$ cat config.mk
export PLATFORM = sky130hd
export DESIGN_NAME = ok_wire_or_pipe
export DESIGN_NICKNAME = d
export VERILOG_FILES = /design/src/rtl/ok_wire_pkg.sv /design/src/rtl/ok_wire_or_pipe_stage.sv /design/src/rtl/ok_wire_or_pipe.sv
export SDC_FILE = /design/constraint.sdc
export NUM_CORES = 1
export LEC_CHECK = 0
export CORE_AREA = 2 2 134 136
export CTS_CLUSTER_DIAMETER = 60
export DETAILED_ROUTE_END_ITERATION = 7
export DIE_AREA = 0 0 136 138
export PLACE_DENSITY = 0.69
export SETUP_SLACK_MARGIN = 0.4
export SYNTH_ARGS = -nofsm -noshare
export SYNTH_HDL_FRONTEND = slang
export SYNTH_HIERARCHICAL = 1
export SYNTH_SLANG_ARGS = --single-unit
$ cat constraint.sdc
create_clock -name okClk -period 2.85 [get_ports okClk]
set_input_delay 0.57 -clock okClk [delete_from_list [all_inputs] [get_ports okClk]]
set_output_delay 0.57 -clock okClk [all_outputs]
set_load 0.05 [all_outputs]
$ cat src/rtl/ok_wire_pkg.sv
// Shared sizing helpers and default parameters for the pipelined endpoint wire-OR collector.
package ok_wire_pkg;

    localparam int unsigned DEF_N     = 4;
    localparam int unsigned DEF_W     = 65;
    localparam int unsigned DEF_FANIN = 4;
    localparam int unsigned DEF_CNT_W = 16;

    // Number of reduction stages: max(1, ceil(log_f(n))).
    function automatic int unsigned clog_fanin(input int unsigned n, input int unsigned f);
        int unsigned l;
        int unsigned c;
        l = 0;
        c = 1;
        while (c < n) begin
            c = c * f;
            l = l + 1;
        end
        return (l == 0) ? 1 : l;
    endfunction

    // Node count after s reductions; stage 0 is the leaf count.
    function automatic int unsigned stage_width(input int unsigned n, input int unsigned f,
                                                input int unsigned s);
        int unsigned w;
        w = n;
        for (int unsigned i = 0; i < s; i++) begin
            w = (w + f - 1) / f;
        end
        return w;
    endfunction

endpackage

$ cat src/rtl/ok_wire_or_pipe_stage.sv
// One registered OR-reduction level: groups of FANIN nodes collapse into one node
// carrying the OR word plus any/multi contention flags.
module ok_or_stage
    import ok_wire_pkg::*;
#(
    parameter  int unsigned IN_CNT  = 4,
    parameter  int unsigned FANIN   = 4,
    parameter  int unsigned W       = 65,
    localparam int unsigned OUT_CNT = (IN_CNT + FANIN - 1) / FANIN
) (
    input  logic                   clk_i,
    input  logic                   rst_i,
    input  logic [IN_CNT*W-1:0]    word_i,
    input  logic [IN_CNT-1:0]      any_i,
    input  logic [IN_CNT-1:0]      multi_i,
    output logic [OUT_CNT*W-1:0]   word_o,
    output logic [OUT_CNT-1:0]     any_o,
    output logic [OUT_CNT-1:0]     multi_o
);

    localparam int unsigned PAD_CNT = OUT_CNT * FANIN;

    logic [PAD_CNT-1:0][W-1:0] word_pad;
    logic [PAD_CNT-1:0]        any_pad;
    logic [PAD_CNT-1:0]        multi_pad;

    logic [OUT_CNT-1:0][W-1:0] word_d, word_q;
    logic [OUT_CNT-1:0]        any_d, any_q;
    logic [OUT_CNT-1:0]        multi_d, multi_q;

    // A partial last group is padded with idle (zero) children.
    for (genvar j = 0; j < PAD_CNT; j++) begin : g_pad
        if (j < IN_CNT) begin : g_in
            assign word_pad[j]  = word_i[j*W +: W];
            assign any_pad[j]   = any_i[j];
            assign multi_pad[j] = multi_i[j];
        end else begin : g_zero
            assign word_pad[j]  = '0;
            assign any_pad[j]   = 1'b0;
            assign multi_pad[j] = 1'b0;
        end
    end

    always_comb begin
        word_d  = '0;
        any_d   = '0;
        multi_d = '0;
        for (int unsigned g = 0; g < OUT_CNT; g++) begin
            for (int unsigned k = 0; k < FANIN; k++) begin
                word_d[g]  = word_d[g] | word_pad[g*FANIN + k];
                multi_d[g] = multi_d[g] | multi_pad[g*FANIN + k]
                           | (any_d[g] & any_pad[g*FANIN + k]);
                any_d[g]   = any_d[g] | any_pad[g*FANIN + k];
            end
        end
    end

    always_ff @(posedge clk_i) begin
        if (rst_i) begin
            word_q  <= '0;
            any_q   <= '0;
            multi_q <= '0;
        end else begin
            word_q  <= word_d;
            any_q   <= any_d;
            multi_q <= multi_d;
        end
    end

    assign word_o  = word_q;
    assign any_o   = any_q;
    assign multi_o = multi_q;

endmodule

$ cat src/rtl/ok_wire_or_pipe.sv
// Pipelined wire-OR of N endpoint buses into okEH, with per-endpoint enable mask
// and sticky/counting detection of cycles where two or more endpoints drive at once.
module ok_wire_or_pipe
    import ok_wire_pkg::*;
#(
    parameter int unsigned N     = DEF_N,
    parameter int unsigned W     = DEF_W,
    parameter int unsigned FANIN = DEF_FANIN,
    parameter int unsigned CNT_W = DEF_CNT_W
) (
    input  logic               okClk,
    input  logic               reset,
    input  logic [N*W-1:0]     okEHx,
    input  logic [N-1:0]       en_mask,
    input  logic               clr_err,
    output logic [W-1:0]       okEH,
    output logic               collision,
    output logic               collision_sticky,
    output logic [CNT_W-1:0]   collision_count
);

    localparam int unsigned L = clog_fanin(N, FANIN);

    logic [N*W-1:0] leaf_word;
    logic [N-1:0]   leaf_any;

    always_comb begin
        leaf_word = '0;
        leaf_any  = '0;
        for (int unsigned i = 0; i < N; i++) begin
            leaf_word[i*W +: W] = okEHx[i*W +: W] & {W{en_mask[i]}};
            leaf_any[i]         = |(okEHx[i*W +: W] & {W{en_mask[i]}});
        end
    end

    for (genvar s = 0; s < L; s++) begin : g_stage
        localparam int unsigned IN_CNT  = stage_width(N, FANIN, s);
        localparam int unsigned OUT_CNT = stage_width(N, FANIN, s + 1);

        logic [IN_CNT*W-1:0]  in_word;
        logic [IN_CNT-1:0]    in_any;
        logic [IN_CNT-1:0]    in_multi;
        logic [OUT_CNT*W-1:0] out_word;
        logic [OUT_CNT-1:0]   out_any;
        logic [OUT_CNT-1:0]   out_multi;

        if (s == 0) begin : g_leaf
            assign in_word  = leaf_word;
            assign in_any   = leaf_any;
            assign in_multi = '0;
        end else begin : g_inner
            assign in_word  = g_stage[s-1].out_word;
            assign in_any   = g_stage[s-1].out_any;
            assign in_multi = g_stage[s-1].out_multi;
        end

        ok_or_stage #(
            .IN_CNT (IN_CNT),
            .FANIN  (FANIN),
            .W      (W)
        ) u_stage (
            .clk_i   (okClk),
            .rst_i   (reset),
            .word_i  (in_word),
            .any_i   (in_any),
            .multi_i (in_multi),
            .word_o  (out_word),
            .any_o   (out_any),
            .multi_o (out_multi)
        );
    end

    // Root multi always implies root any; the AND just consumes the root any flop.
    assign okEH      = g_stage[L-1].out_word;
    assign collision = g_stage[L-1].out_multi & g_stage[L-1].out_any;

    logic             sticky_d, sticky_q;
    logic [CNT_W-1:0] count_d, count_q;

    // A clear coincident with a collision keeps that new event.
    always_comb begin
        sticky_d = sticky_q;
        count_d  = count_q;
        if (clr_err) begin
            sticky_d = collision;
            count_d  = collision ? CNT_W'(1) : '0;
        end else if (collision) begin
            sticky_d = 1'b1;
            if (count_q != '1) begin
                count_d = count_q + CNT_W'(1);
            end
        end
    end

    always_ff @(posedge okClk) begin
        if (reset) begin
            sticky_q <= 1'b0;
            count_q  <= '0;
        end else begin
            sticky_q <= sticky_d;
            count_q  <= count_d;
        end
    end

    assign collision_sticky = sticky_q;
    assign collision_count  = count_q;

endmodule

* Word-level counts from Yosys, hierarchy flattened
Cells that the tools add are included.
Widths: inputs -> output; s select.
** Storage, ports and cells
- Register bits after elaboration :: 84
- Bits of input ports :: 267
- Logic and storage cells :: 36
** Cells by class
- Add/sub/neg operators :: 1
- Eq/ne operators :: 1
- Muxes and demuxes :: 6
- Bitwise operators :: 16
- Reduce and logical (&&, ||, !) cells :: 7
** Operators by type and width (number)
- $and 65x65->65 :: 4
- $reduce_or 65->1 :: 4
- $or 65x65->65 :: 3
- $mux 16 :: 3
- $add 16x1->16 const B :: 1
- $ne 16x16->1 const B :: 1
- $or 1x1->1 :: 5
- $and 1x1->1 :: 4
- $reduce_bool 2->1 :: 2
- $mux 1 :: 3
- $reduce_and 2->1 :: 1

* Logic depth before layout (Yosys ltp)
- Depth after elaboration :: 6
- Mapped depth :: 8
- Gate-level depth less buffers :: 8

* Hierarchy
Netlist, hierarchy kept.
** By module, submodules not included
- ok_wire_or_pipe :: times used 1, cells each 480, area an instance 3220.6 µm², seq. area each 340.3 µm²
- ok_or_stage :: times used 1, cells each 211, area an instance 2073.2 µm², seq. area each 1341.3 µm²

* Worst setup path after synthesis
Ideal clock, no wire load.
- Path type :: in2reg
- Start point :: input port okEHx[243]
- End point :: register g_stage[0].u_stage.multi_q
- Library setup time :: 0.120 ns
- Arrival :: 2.255 ns
- Data required time :: 2.730 ns
- Setup slack :: 0.475 ns
- Stages :: 7
- Cell sequence :: or4_1 -> nor4_1 -> nand3_1 -> o41a_1 -> maj3_1 -> o21ai_1 -> a21oi_1
** On the way
- Longest elaborated chain between the ends :: 4
** RTL lines
- from (decl) :: RTL line ok_wire_or_pipe.sv:13 : input logic [N*W-1:0] okEHx,
- $and 65x65->65 :: RTL line ok_wire_or_pipe.sv:32 : leaf_any[i] = |(okEHx[i*W +: W] & {W{en_mask[i]}});
- $reduce_or 65->1 :: RTL line ok_wire_or_pipe.sv:32
- net g_stage[0].in_any[3] :: RTL line ok_wire_or_pipe.sv:41 : logic [IN_CNT-1:0] in_any;
- $and 1x1->1 :: RTL line ok_wire_or_pipe_stage.sv:52 : | (any_d[g] & any_pad[g*FANIN + k]);
- $or 1x1->1 :: RTL line ok_wire_or_pipe_stage.sv:52
- to (signal assigned) :: RTL line ok_wire_or_pipe_stage.sv:66 : multi_q <= multi_d;
- to (decl) :: RTL line ok_wire_or_pipe_stage.sv:29 : logic [OUT_CNT-1:0] multi_d, multi_q;
The timed path passes the listed nets, and every way through them passes these cells.
A chain may end at the register's enable or synchronous reset.

* Worst setup path after layout
- Start point :: input port okEHx[165]
- End point :: register g_stage[0].u_stage.multi_q
** On the way
- Longest elaborated chain between the ends :: 5
- Elaborated cells on any way between the ends :: 7
- Those cells by class :: bitwise: 6; reduce/logical: 1
** RTL lines (RTL line)
- $and 65x65->65 * :: ok_wire_or_pipe.sv:32
- $reduce_or 65->1 * :: ok_wire_or_pipe.sv:32
- net g_stage[0].in_any[2] :: ok_wire_or_pipe.sv:41
- $and 1x1->1 / $or 1x1->1 (equally long branches) :: ok_wire_or_pipe_stage.sv:52, ok_wire_or_pipe_stage.sv:53
- $or 1x1->1 / $and 1x1->1 (equally long branches) :: ok_wire_or_pipe_stage.sv:52
- $or 1x1->1 * :: ok_wire_or_pipe_stage.sv:52
The timed path passes the listed nets; every way through them passes the cells marked *.

==> metrics.txt <==
final setup TNS=0 ns; Hold Crit Class=register to register; Setup Crit Path Kind=primary input to register; Final ANT Viol Nets=0; CP endpoint kind=register; power after layout=3.76 mW; Worst Path Required=3.04 ns; first-pass GRT wire length=37200 um; max-slew violations=0; clk sinks=84; initial core utilization=30.2%; synthesis-to-finish area growth=85.2%; CTS clk-pin slew, worst paths=0.06 ns; PwrDens=383 nW/um^2; DIE WIDTH=136 um; main area contributors after synthesis=dfxtp_1 (32%), and2_1 (31%), nor4_1 (15%), nor2_1 (5.9%), clkbuf_1 (2.3%); Worst slew margin=40.2%; Final min period=2.43 ns; # port buffers=349; Initial DRC Count=308; worst skew pair latency=0.34 ns; leakage=3.73 nW; Final WS setup=0.421 ns; die area=18800 sq um; synth unique cells=43; Worst IR Drop VDD=0.000300 V; vias in the first global route=6385; Die Y=138 um; final setup skew=0.00375 ns; DRC=0; Worst Hold Margin=0.483 ns; CTS root buf=clkbuf_16; Rows=49; Initial DRT Pass Iterations=5; Mapped Cells=691; final hold vios=0; TritonCTS clock tree=done; ys flop type=dfxtp_1; via count=6540; EDFF count, synth=0; fin crit share=85.2%; grt total ovfl=0; fmax=0.412 GHz; DR WL/cell=19.5 um; hpwl dp=20000 um; flops & latches, synth=84; synth warn=6; Max Fanout on Critical Path=2; share of the synthesized area in the top cell type=31.8%; H-tree levels=3; largest net degree at the start of global routing=70; Clock Tree Buf Depth=2; cts hold-fix bufs=0; final setup violating endpoints=0; all-layer global routing usage=26.0%; via/cell ratio=5.09; Worst Setup Start Kind=primary input; syn_area_per_cell=7.66 sq um; Synth area leader=dfxtp_1; Max-Cap Viols=0; share of layout cells above drive strength 1=10.8%; DP Worst Slack=-0.461 ns; Cell Area, Synth=5290 sq um; CTS Buf Count=9; Critical Path AT=2.62 ns; core area=17500 sq um; actual transition at the worst max-transition pin=0.896 ns; status=completed; RSZ-0062 raised after global routing=no; async set-reset flop share out of synthesis=0%; initial antenna violation count=2; Core Util, Final=55.9%; Placer Congestion=0.965; final wirelength=25100 um; io pins=350; sequential share of the synthesized area=31.8%; Nets=1318
-- repair_timing --
item,4_1_cts,5_1_grt
pin swaps,19,32
gates resized for setup,50,63
endpoints found under the setup margin,2,2
setup buffers,0,0
-- critical path, cell delays in order --
cell and delay [ns]:
clkdlybuf4s50_1 0.43, nor4_2 0.30, buf_4 0.16, nand4_1 0.18
o41a_1 0.45, or3_4 0.40, o21ai_2 0.06, a21oi_1 0.07
-- cell type report --
type / instances / area (sq um)
timing repair buffer: 385 / 3750
multi-input combinational: 568 / 3770
sequential: 84 / 1680
antenna: 1 / 2.50
inverter: 2 / 7.51
tap: 229 / 287
fill: 1684 / 7730
clock inverter: 7 / 75.1
clock buffer: 9 / 225
-- path summary, 6_finish.rpt --
path | from | endpoint | slack, ns | cells past startpoint
max | okEHx[165] | g_stage[0].u_stage/multi_o | 0.42 | 8
min | collision_sticky | collision_sticky | 0.48 | 2
max reg2reg | collision_count[0] | collision_count[7] | 0.79 | 6
min reg2reg | collision_sticky | collision_sticky | 0.48 | 2
-- per-stage QoR --
step                cells  instance area (sq um)
floorplan             694                   5310
global placement     1268                   9170
global route         1285                   9810
detailed placement   1268                   9170
CTS                  1284                   9590
finish               1285                   9810
-- cell usage in the layout (no fill, tap or decap), types with 2 or more instances in the layout --
cell type and instances:
or4_4 5, nor3b_1 2, inv_1 2, nor4_2 20, a311oi_1 2, inv_6 2
nand4_1 10, o41a_1 4, conb_1 4, a21oi_1 4, or3_4 2, nor2_1 83
dlygate4sd2_1 11, clkdlybuf4s50_1 300, and2_1 260, nand3_1 8, clkbuf_2 5, nor3_1 7
dfxtp_1 84, clkbuf_16 9, nand2_2 2, nor4_4 12, xnor2_1 12, buf_4 36
clkinvlp_4 3, buf_2 5, nand2_1 10, nor4_1 97, nand3_2 4, dlymetal6s2s_1 21
clkdlybuf4s15_1 7, a31oi_1 2, nor4b_2 2
-- synthesized netlist by cell type, types with 4 or more instances --
cell	instances
and2_1	260
nor4_1	127
dfxtp_1	84
nor2_1	83
clkbuf_1	33
nand2_1	12
xnor2_1	12
nand3_1	10
nand4_1	10
nor3_1	7
a21oi_1	4
o41a_1	4
or4_1	4
-- sequential cells by signal, indices dropped and copies added, names as in the netlist --
| signal | cells |
|---|---|
| collision_count | 16 |
| g_stage.u_stage/word_o | 65 |
| collision_sticky | 1 |
| g_stage.u_stage/multi_o | 1 |
| g_stage.u_stage/any_o | 1 |
-- per-layer routing --
metal | vias to the layer above | share of wire (%) | track usage (%)
li1 | 3141 | - | -
met1 | 3040 | 41 | 32.1
met2 | 300 | 47 | 42.1
met3 | 57 | 8.5 | 7.92
met4 | 2 | 3.5 | 10.3
met5 | - | 0.028 | 0
-- logic make-up after synthesis --
| family | Yosys count | synth area share (%) |
|---|---|---|
| and+or+nand+nor | 533 | 60.0 |
| muxes | 1 | 0.189 |
| adders and majority gates | 2 | 0.425 |
| AOI/OAI and AO/OA | 16 | 2.32 |
| buffers and inverters | 42 | 3.26 |
| DFF | 84 | 31.8 |
| xor gates and xnor gates | 12 | 1.99 |
| other | 1 | 0.0708 |
-- power breakdown --
group          switching, mW  internal [mW]  total (mW)
registers             0.0237           1.25        1.28
logic                  0.648          0.610        1.26
clock network          0.538          0.685        1.22
total                   1.21           2.55        3.76
(Power assumes the default switching activity.)
